**src/rtl/sudoku_pkg.sv**
```systemverilog
// Shared constants, ROM word layout and loader state encoding for the puzzle path.
// Latency: n/a (declarations only).
// Backpressure: n/a.
package sudoku_pkg;

    localparam int CELLS        = 81;
    localparam int DIGIT_W      = 4;
    localparam int MAP_W        = CELLS * DIGIT_W;
    localparam int CELL_W       = 7;

    // ROM word fields
    localparam int ROM_W        = 6;
    localparam int DIGIT_LSB    = 0;
    localparam int VIS_EASY_BIT = 4;
    localparam int VIS_HARD_BIT = 5;

    typedef enum logic [1:0] {
        ST_IDLE   = 2'd0,
        ST_FETCH  = 2'd1,
        ST_COMMIT = 2'd2
    } loader_state_e;

    // A legal solution digit is 1..9; anything else marks corrupt ROM content.
    function automatic logic digit_bad(input logic [DIGIT_W-1:0] d);
        return (d == '0) || (d > DIGIT_W'(9));
    endfunction

endpackage

```
**src/rtl/puzzle_addr_gen.sv**
```systemverilog
// ROM address sequencer: walks pid*81 .. pid*81+80, one address per cycle.
// Latency: first address registered at the start edge, last one 80 cycles later.
// Backpressure: none; once started it runs to the last cell, address then holds.
module puzzle_addr_gen
    import sudoku_pkg::*;
#(
    parameter int ADDR_W = 9,
    parameter int PID_W  = 2
) (
    input  logic              clk,
    input  logic              reset,
    input  logic              start_i,
    input  logic [PID_W-1:0]  pid_i,
    output logic [ADDR_W-1:0] rom_addr_o,
    output logic [CELL_W-1:0] cell_o,
    output logic              active_o,
    output logic              last_o
);

    logic [ADDR_W-1:0] base_d;
    logic [ADDR_W-1:0] addr_q;
    logic [CELL_W-1:0] cnt_q;
    logic              active_q;

    // pid*81 as shift-add; the parameter constraint keeps it inside ADDR_W bits
    assign base_d = (ADDR_W'(pid_i) << 6) + (ADDR_W'(pid_i) << 4) + ADDR_W'(pid_i);

    // Cell counter and address register; address holds after the last cell
    always_ff @(posedge clk or posedge reset) begin
        if (reset) begin
            addr_q   <= '0;
            cnt_q    <= '0;
            active_q <= 1'b0;
        end else if (start_i) begin
            addr_q   <= base_d;
            cnt_q    <= '0;
            active_q <= 1'b1;
        end else if (active_q) begin
            if (cnt_q == CELL_W'(CELLS - 1)) begin
                active_q <= 1'b0;
            end else begin
                cnt_q  <= cnt_q + CELL_W'(1);
                addr_q <= addr_q + ADDR_W'(1);
            end
        end
    end

    assign rom_addr_o = addr_q;
    assign cell_o     = cnt_q;
    assign active_o   = active_q;
    assign last_o     = active_q && (cnt_q == CELL_W'(CELLS - 1));

endmodule

```
**src/rtl/puzzle_loader.sv**
```systemverilog
// Loads one puzzle from the ROM into shadow registers and commits map + hint mask atomically.
// Latency: fixed 84 cycles from accepted load_req to the done pulse.
// Backpressure: none; requests while busy (including the commit edge) are dropped.
module puzzle_loader
    import sudoku_pkg::*;
#(
    parameter int NUM_PUZZLES = 4,
    parameter int ADDR_W      = 9,
    parameter int PID_W       = 2
) (
    input  logic              clk,
    input  logic              reset,
    input  logic              load_req_i,
    input  logic              difficulty_i,
    output logic [ADDR_W-1:0] rom_addr_o,
    input  logic [ROM_W-1:0]  rom_data_i,
    output logic [MAP_W-1:0]  selected_map_o,
    output logic [CELLS-1:0]  selected_visibility_o,
    output logic              busy_o,
    output logic              done_o,
    output logic              rom_error_o,
    output logic [PID_W-1:0]  puzzle_id_o
);

    loader_state_e state_q;

    logic [PID_W-1:0]   sel_cnt_q;
    logic [PID_W-1:0]   sel_cnt_d;
    logic [PID_W-1:0]   pid_q;
    logic               diff_q;

    logic               accept;
    logic [CELL_W-1:0]  gen_cell;
    logic               gen_active;
    logic               gen_last;

    // Read pipeline: tags the ROM word arriving one cycle after its address
    logic               rd_vld_q;
    logic               rd_last_q;
    logic [CELL_W-1:0]  rd_idx_q;
    logic [8:0]         map_lsb;

    logic [DIGIT_W-1:0] rom_digit;
    logic               rom_vis;

    logic [MAP_W-1:0]   shadow_map_q;
    logic [CELLS-1:0]   shadow_vis_q;
    logic [MAP_W-1:0]   selected_map_q;
    logic [CELLS-1:0]   selected_vis_q;
    logic               busy_q;
    logic               done_q;
    logic               rom_error_q;
    logic [PID_W-1:0]   puzzle_id_q;

    assign accept = (state_q == ST_IDLE) && load_req_i;

    // Selection counter wraps at NUM_PUZZLES, so player timing picks the puzzle
    always_comb begin
        sel_cnt_d = sel_cnt_q + PID_W'(1);
        if (sel_cnt_q == PID_W'(NUM_PUZZLES - 1)) begin
            sel_cnt_d = '0;
        end
    end

    // Free-running selection counter
    always_ff @(posedge clk or posedge reset) begin
        if (reset) begin
            sel_cnt_q <= '0;
        end else begin
            sel_cnt_q <= sel_cnt_d;
        end
    end

    puzzle_addr_gen #(
        .ADDR_W (ADDR_W),
        .PID_W  (PID_W)
    ) u_addr_gen (
        .clk        (clk),
        .reset      (reset),
        .start_i    (accept),
        .pid_i      (sel_cnt_q),
        .rom_addr_o (rom_addr_o),
        .cell_o     (gen_cell),
        .active_o   (gen_active),
        .last_o     (gen_last)
    );

    // Delay the address tag by the ROM's one-cycle read latency
    always_ff @(posedge clk or posedge reset) begin
        if (reset) begin
            rd_vld_q  <= 1'b0;
            rd_last_q <= 1'b0;
            rd_idx_q  <= '0;
        end else begin
            rd_vld_q  <= gen_active;
            rd_last_q <= gen_last;
            rd_idx_q  <= gen_cell;
        end
    end

    // Each cell occupies four map bits
    assign map_lsb   = {rd_idx_q, 2'b00};
    assign rom_digit = rom_data_i[DIGIT_LSB +: DIGIT_W];
    assign rom_vis   = diff_q ? rom_data_i[VIS_HARD_BIT] : rom_data_i[VIS_EASY_BIT];

    // Loader FSM: accept, capture 81 cells into shadow, commit atomically
    always_ff @(posedge clk or posedge reset) begin
        if (reset) begin
            state_q        <= ST_IDLE;
            pid_q          <= '0;
            diff_q         <= 1'b0;
            shadow_map_q   <= '0;
            shadow_vis_q   <= '0;
            selected_map_q <= '0;
            selected_vis_q <= '0;
            busy_q         <= 1'b0;
            done_q         <= 1'b0;
            rom_error_q    <= 1'b0;
            puzzle_id_q    <= '0;
        end else begin
            done_q <= 1'b0;
            case (state_q)
                ST_IDLE: begin
                    if (load_req_i) begin
                        pid_q          <= sel_cnt_q;
                        diff_q         <= difficulty_i;
                        // Never let the controller see the previous puzzle's mask mid-load
                        selected_vis_q <= '0;
                        rom_error_q    <= 1'b0;
                        busy_q         <= 1'b1;
                        state_q        <= ST_FETCH;
                    end
                end
                ST_FETCH: begin
                    if (rd_vld_q) begin
                        // Bad digits are flagged but kept as-is for debug visibility
                        shadow_map_q[map_lsb +: DIGIT_W] <= rom_digit;
                        shadow_vis_q[rd_idx_q]           <= rom_vis;
                        if (digit_bad(rom_digit)) begin
                            rom_error_q <= 1'b1;
                        end
                        if (rd_last_q) begin
                            state_q <= ST_COMMIT;
                        end
                    end
                end
                ST_COMMIT: begin
                    selected_map_q <= shadow_map_q;
                    puzzle_id_q    <= pid_q;
                    // An empty mask would stall the controller; give cell 0 and flag it
                    if (shadow_vis_q == '0) begin
                        selected_vis_q <= {{(CELLS-1){1'b0}}, 1'b1};
                        rom_error_q    <= 1'b1;
                    end else begin
                        selected_vis_q <= shadow_vis_q;
                    end
                    done_q  <= 1'b1;
                    busy_q  <= 1'b0;
                    state_q <= ST_IDLE;
                end
                default: begin
                    state_q <= ST_IDLE;
                end
            endcase
        end
    end

    assign selected_map_o        = selected_map_q;
    assign selected_visibility_o = selected_vis_q;
    assign busy_o                = busy_q;
    assign done_o                = done_q;
    assign rom_error_o           = rom_error_q;
    assign puzzle_id_o           = puzzle_id_q;

endmodule

```
**config.mk**
```make
export PLATFORM = sky130hd
export DESIGN_NAME = puzzle_loader
export DESIGN_NICKNAME = d
export VERILOG_FILES = /design/src/rtl/sudoku_pkg.sv /design/src/rtl/puzzle_addr_gen.sv /design/src/rtl/puzzle_loader.sv
export SDC_FILE = /design/constraint.sdc
export NUM_CORES = 2
export LEC_CHECK = 0
export CORE_ASPECT_RATIO = 0.75
export CORE_MARGIN = 2
export CORE_UTILIZATION = 55
export CTS_CLUSTER_SIZE = 30
export DETAILED_ROUTE_END_ITERATION = 7
export PLACE_DENSITY = 0.79
export SYNTH_ARGS = -nofsm -noshare
export SYNTH_HDL_FRONTEND = slang
export SYNTH_SLANG_ARGS = --single-unit
```
**constraint.sdc**
```tcl
create_clock -name clk -period 71.2 [get_ports clk]
set_input_delay 14.24 -clock clk [delete_from_list [all_inputs] [get_ports clk]]
set_output_delay 14.24 -clock clk [all_outputs]
set_load 0.1 [all_outputs]
```
=== Word-level counts from Yosys, hierarchy flattened ===
Index checks and enable logic that the tools add are counted.

* RAM bits: 0
* Logic and storage cells: 85
* Input bits: 10
* Bits in read-only memories: 0
* Output and inout port bits: 419
* Latch bits: 0
* Flip-flop bits (word level): 848
* Memories: 0

* Add/subtract/negate cells: 6
* Eq/ne operators: 10
* Magnitude comparators: 3
* Mux-type cells: 30
* Bitwise gates (word level): 0
* Div/mod/pow operators: 0
* Reduce and logical (&&, ||, !) cells: 16
* Shifts and indexed selects: 2
* $mul: 0

{| class="wikitable"
|+ Operators with widths
! kind !! number
|-
| $bwmux 324 || 1
|-
| $shift 4x11->324 const A || 1
|-
| $shiftx 4x11->324 || 1
|-
| $mux 81 || 2
|-
| $pmux 81 s2 || 1
|-
| $bwmux 81 || 1
|-
| $logic_not 81->1 || 1
|-
| $mux 9 || 3
|-
| $mux 7 || 3
|-
| $ne 2x2->1 const B || 6
|-
| $mux 1 || 11
|-
| $neg 9->11 || 1
|-
| $add 8x6->9 || 1
|-
| $add 9x1->9 const B || 1
|-
| $add 9x2->9 || 1
|-
| $lt 7x8->1 const B || 1
|-
| $mux 2 || 4
|-
| $reduce_and 2->1 || 4
|-
| $add 7x1->7 const B || 1
|-
| $demux 1 s7 || 1
|-
| $eq 7x7->1 const B || 1
|-
| $ge 7x1->1 const B || 1
|-
| $reduce_and 5->1 || 1
|-
| $eq 2x2->1 const B || 2
|-
| other kinds (13) || 16
|}

=== Logic depth before layout (Yosys ltp) ===
* Word-level depth: 5
* Gate-level depth with buffers: 11
* Gate-level depth less buffers: 7

=== Hierarchy ===
Synthesis repeated with hierarchy kept, for this count alone.

* Cells, all modules: 2340
* Area total of the unflattened synthesis: 33851.2 µm²

{| class="wikitable"
|+ Modules (own cells, without submodules)
! module !! area an instance (µm²) !! sequential area each (µm²) !! cells each !! instances
|-
| puzzle_loader || 32952.9 || 20794.9 || 2249 || 1
|-
| puzzle_addr_gen || 898.4 || 425.4 || 91 || 1
|}

=== Worst setup path after synthesis ===
No wires, ideal clock.

* Path kind: input-to-reg
* Start: input load_req_i
* End: register selected_vis_q[10] (netlist: selected_visibility_o[10])
* Arrival: 15876 ps
* Slack: 55255 ps
* Stages on the path: 6
* Path buffers: 2
* Path through: nand2b_1 > o21ai_1 > a211oi_1 > clkbuf_1 > buf_1 > a22o_1

* Cells in the longest elaborated chain, start to end: 2

{| class="wikitable"
|+ RTL lines
! element !! RTL line !! source
|-
| from (decl) || puzzle_loader.sv:13 || <nowiki>input logic load_req_i,</nowiki>
|-
| $ne 2x2->1 (no line) || n/a ||
|-
| $reduce_and 2->1 (no line) || n/a ||
|-
| to (signal assigned) || puzzle_loader.sv:152 || <nowiki>selected_vis_q <= {{(CELLS-1){1'b0}}, 1'b1};</nowiki>
|-
| to (signal assigned) || puzzle_loader.sv:155 || <nowiki>selected_vis_q <= shadow_vis_q;</nowiki>
|-
| to (decl) || puzzle_loader.sv:49 || <nowiki>logic [CELLS-1:0] selected_vis_q;</nowiki>
|}

No other way between the ends.
A chain may end at the register's enable or synchronous reset.

==> metrics <==
Diodes inserted=0; most common cell after layout, fill and taps aside=dfrtp_1; Crit Path Max Fanout=between 100 and 150; Worst-path clk slew=0.06 ns; area growth from synthesis to layout=22.30%; Cell variety after synth=69; vias in the first global route=22750; status=completed; Slew Limit Headroom=0.1902; sequential share of power=0.437; pin count of the biggest net entering global routing=around 130; layout cells sized above 1=0.2909; worst-case vdd ir drop=roughly 0.00003 V; sequential share of the synthesized area=0.6200; Residual DRC=0; Internal Power=0.0008316 W; mapped cell area=0.03423 mm2; Iteration-0 DRC Markers=2071; total grt overflow=0; port buffer count=428; DRT Wirelength=around 94000 um; clk_skew=~0.014 ns; Hold Buf Count CTS=0; Final ANT Viol Nets=0; yosys warns=0; Post-Syn Area per Cell=about 14 um2; final worst-path cycle share=0.2449; Worst Hold Class=reg2reg; post-synthesis instance total=2446; wire per inst=approximately 25 um; Routability Congestion=0.8740; #FFs+latches synth=848; Clk pwr share=0.339; Initial Utilization=0.5541; crit end category=asynchronous set/reset pin; first-pass GRT wire length=about 140000 um; via count=approximately 23000; Die H=220.0 um; Async S/R FF share, synth=1.000; core area=0.06178 mm2; grt met3 use=0.07756; PwrDens=between 30 and 40 mW/mm2; Leak=19.14 nW; Detailed Place HPWL=64630 um; nets=2854; Crit Path Class=in2async; IO Pins=429; final setup TNS=0 ns; Via density=6.130; fin. max-slew vios=0; Top Usage Layer GRT=met2; post-cts resize count=0; H-tree Lvls=3; clk sink count=848; initial antenna violation count=0; clk_lat worst skew=0.63 ns; Die Wd=about 300 um; final hold violations=0; fmax=57.35 MHz; final core utilization=0.6776; Post-synth EDFFs=0; RSZ-0062 raised after global routing=no; CTS tree=yes; met1 Use GR=0.4107; WP data required=71.81 ns; Critical Path AT=18.05 ns; TritonCTS buffer count=80; met2 Use GR=0.4406; Worst Tran Pin Value=1.212 ns; GR Util All Layers=0.2912; Post CTS Setup Buffer Count=0; Mapped Nets=2468; die footprint=0.06427 mm2; sw frac=0.3448; clock buffer depth=3; DRT Pass-1 Iters=6; clock root cell=clkbuf_16; most frequent cells in the layout=dfrtp_1 (848), mux2_2 (589), clkdlybuf4s50_1 (427), o21ai_0 (100), nor2_1 (96); Synth Flop Type=dfrtp_1; Final min period=around 17 ns; row cnt=79; CP startpoint kind=input pin; endpoints failing setup=0; max_cap viols=0; Combinational Power Share=0.224; Psw=roughly 0.00044 W
-- worst paths after layout --
path	start	end	slack (ns)	cells after the start
worst max register to register	rd_idx_q[0]$_DFF_PP0_	shadow_map_q[236]$_DFFE_PP0P_	66.58	7
worst min register to register	u_addr_gen.cell_o[6]$_DFFE_PP0P_	rd_idx_q[6]$_DFF_PP0_	0.45	0
worst min-delay path	u_addr_gen.cell_o[6]$_DFFE_PP0P_	rd_idx_q[6]$_DFF_PP0_	0.45	0
worst max-delay path	reset	selected_map_o[145]$_DFFE_PP0P_	53.76	5
max in group clk	selected_map_o[246]$_DFFE_PP0P_	selected_map_o[246]	54.69	1
min in group asynchronous	reset	selected_map_o[34]$_DFFE_PP0P_	14.16	2
-- power groups by stage --
| stage | clock, W | combinational [W] | sequential, W |
|---|---|---|---|
| finish | 0.000431 | 0.000284 | 0.000555 |
| global route | 0.000457 | 0.000301 | 0.000558 |
| CTS | 0.000435 | 0.000278 | 0.000554 |
| detailed placement | 0 | 0.000276 | 0.000562 |
| global placement | 0 | 0.000267 | 0.000559 |
| floorplan | 0 | 0.000177 | 0.000566 |
-- layout make-up --
class                           instances  area (um2)
Tap cell                              810        1013
Multi-Input combinational cell       1415       12370
Inverter                               27       108.9
Timing Repair Buffer                  460        4519
Clock inverter                         29       326.6
Clock buffer                          115        2305
Sequential cell                       848       21220
Fill cell                            4152       19920
-- flip-flops by register name (all words and copies together) (netlist names), 2 cells and up --
signal / flops
selected_map_o: 324
shadow_map_q: 324
selected_visibility_o: 81
shadow_vis_q: 81
u_addr_gen.rom_addr_o: 9
rd_idx_q: 7
u_addr_gen.cell_o: 7
pid_q: 2
puzzle_id_o: 2
sel_cnt_q: 2
state_q: 2
-- worst max-delay path, cell delays in order --
cell and delay [ns]:
clkdlybuf4s50_1 0.50, inv_8 0.57, buf_4 0.78, buf_4 0.87, buf_4 0.88
-- metrics by stage --
step | cells | setup slack, ns | power [W] | cell area [um2] | hold WS (ns)
finish | 3704 | 53.76 | 0.001269 | 41860 | 0.4475
global route | 3704 | 53.20 | 0.001316 | 41860 | 0.4692
CTS | 3704 | 53.64 | 0.001267 | 41860 | 0.4565
detailed placement | 3560 | 52.96 | 0.0008385 | 39230 | 0.4355
global placement | 3560 | 53.13 | 0.0008261 | 39230 | 0.4366
floorplan | 2446 | 33.13 | 0.0007434 | 34230 | 0.3823
-- cells in the mapped netlist, types with 12 or more instances --
cell type | count | area, um2
clkbuf_1 | 117 | 439.2
mux2i_1 | 14 | 140.1
mux2_2 | 589 | 6633
nand4_1 | 17 | 106.4
inv_1 | 26 | 97.59
nor3_4 | 13 | 211.5
o41ai_1 | 25 | 219.0
nand2_1 | 77 | 289.0
buf_2 | 27 | 135.1
a21oi_1 | 15 | 75.07
nor2_1 | 97 | 364.1
nor4_1 | 43 | 269.0
dfrtp_1 | 848 | 21220
nor3_2 | 33 | 330.3
and2_1 | 12 | 75.07
nor3_1 | 50 | 250.2
nand3_1 | 27 | 135.1
o21ai_0 | 100 | 500.5
ha_1 | 12 | 150.1
or3_1 | 16 | 100.1
mux2_4 | 12 | 180.2
mux2_1 | 23 | 259.0
a22o_1 | 79 | 691.9
o31ai_1 | 60 | 450.4
-- metal layers --
metal | vias up | routed length, um | share of wire
li1 | 9645 | - | -
met1 | 11880 | 39960 | 0.43
met2 | 974 | 43130 | 0.46
met3 | 206 | 7761 | 0.083
met4 | 0 | 3121 | 0.033
met5 | - | 0 | 0
-- logic make-up (layout without fill, tap and decap cells) --
logic type | after synthesis | count (layout) | synth area share
muxes | 638 | 638 | 0.2107
AOI/OAI and AO/OA | 315 | 315 | 0.06580
and+or+nand+nor | 435 | 435 | 0.07373
buffers and inverters | 183 | 631 | 0.02160
DFF | 848 | 848 | 0.6200
adders and majority gates | 12 | 12 | 0.004386
xor gates and xnor gates | 15 | 15 | 0.003838
Power figures use the tool's default switching activity.
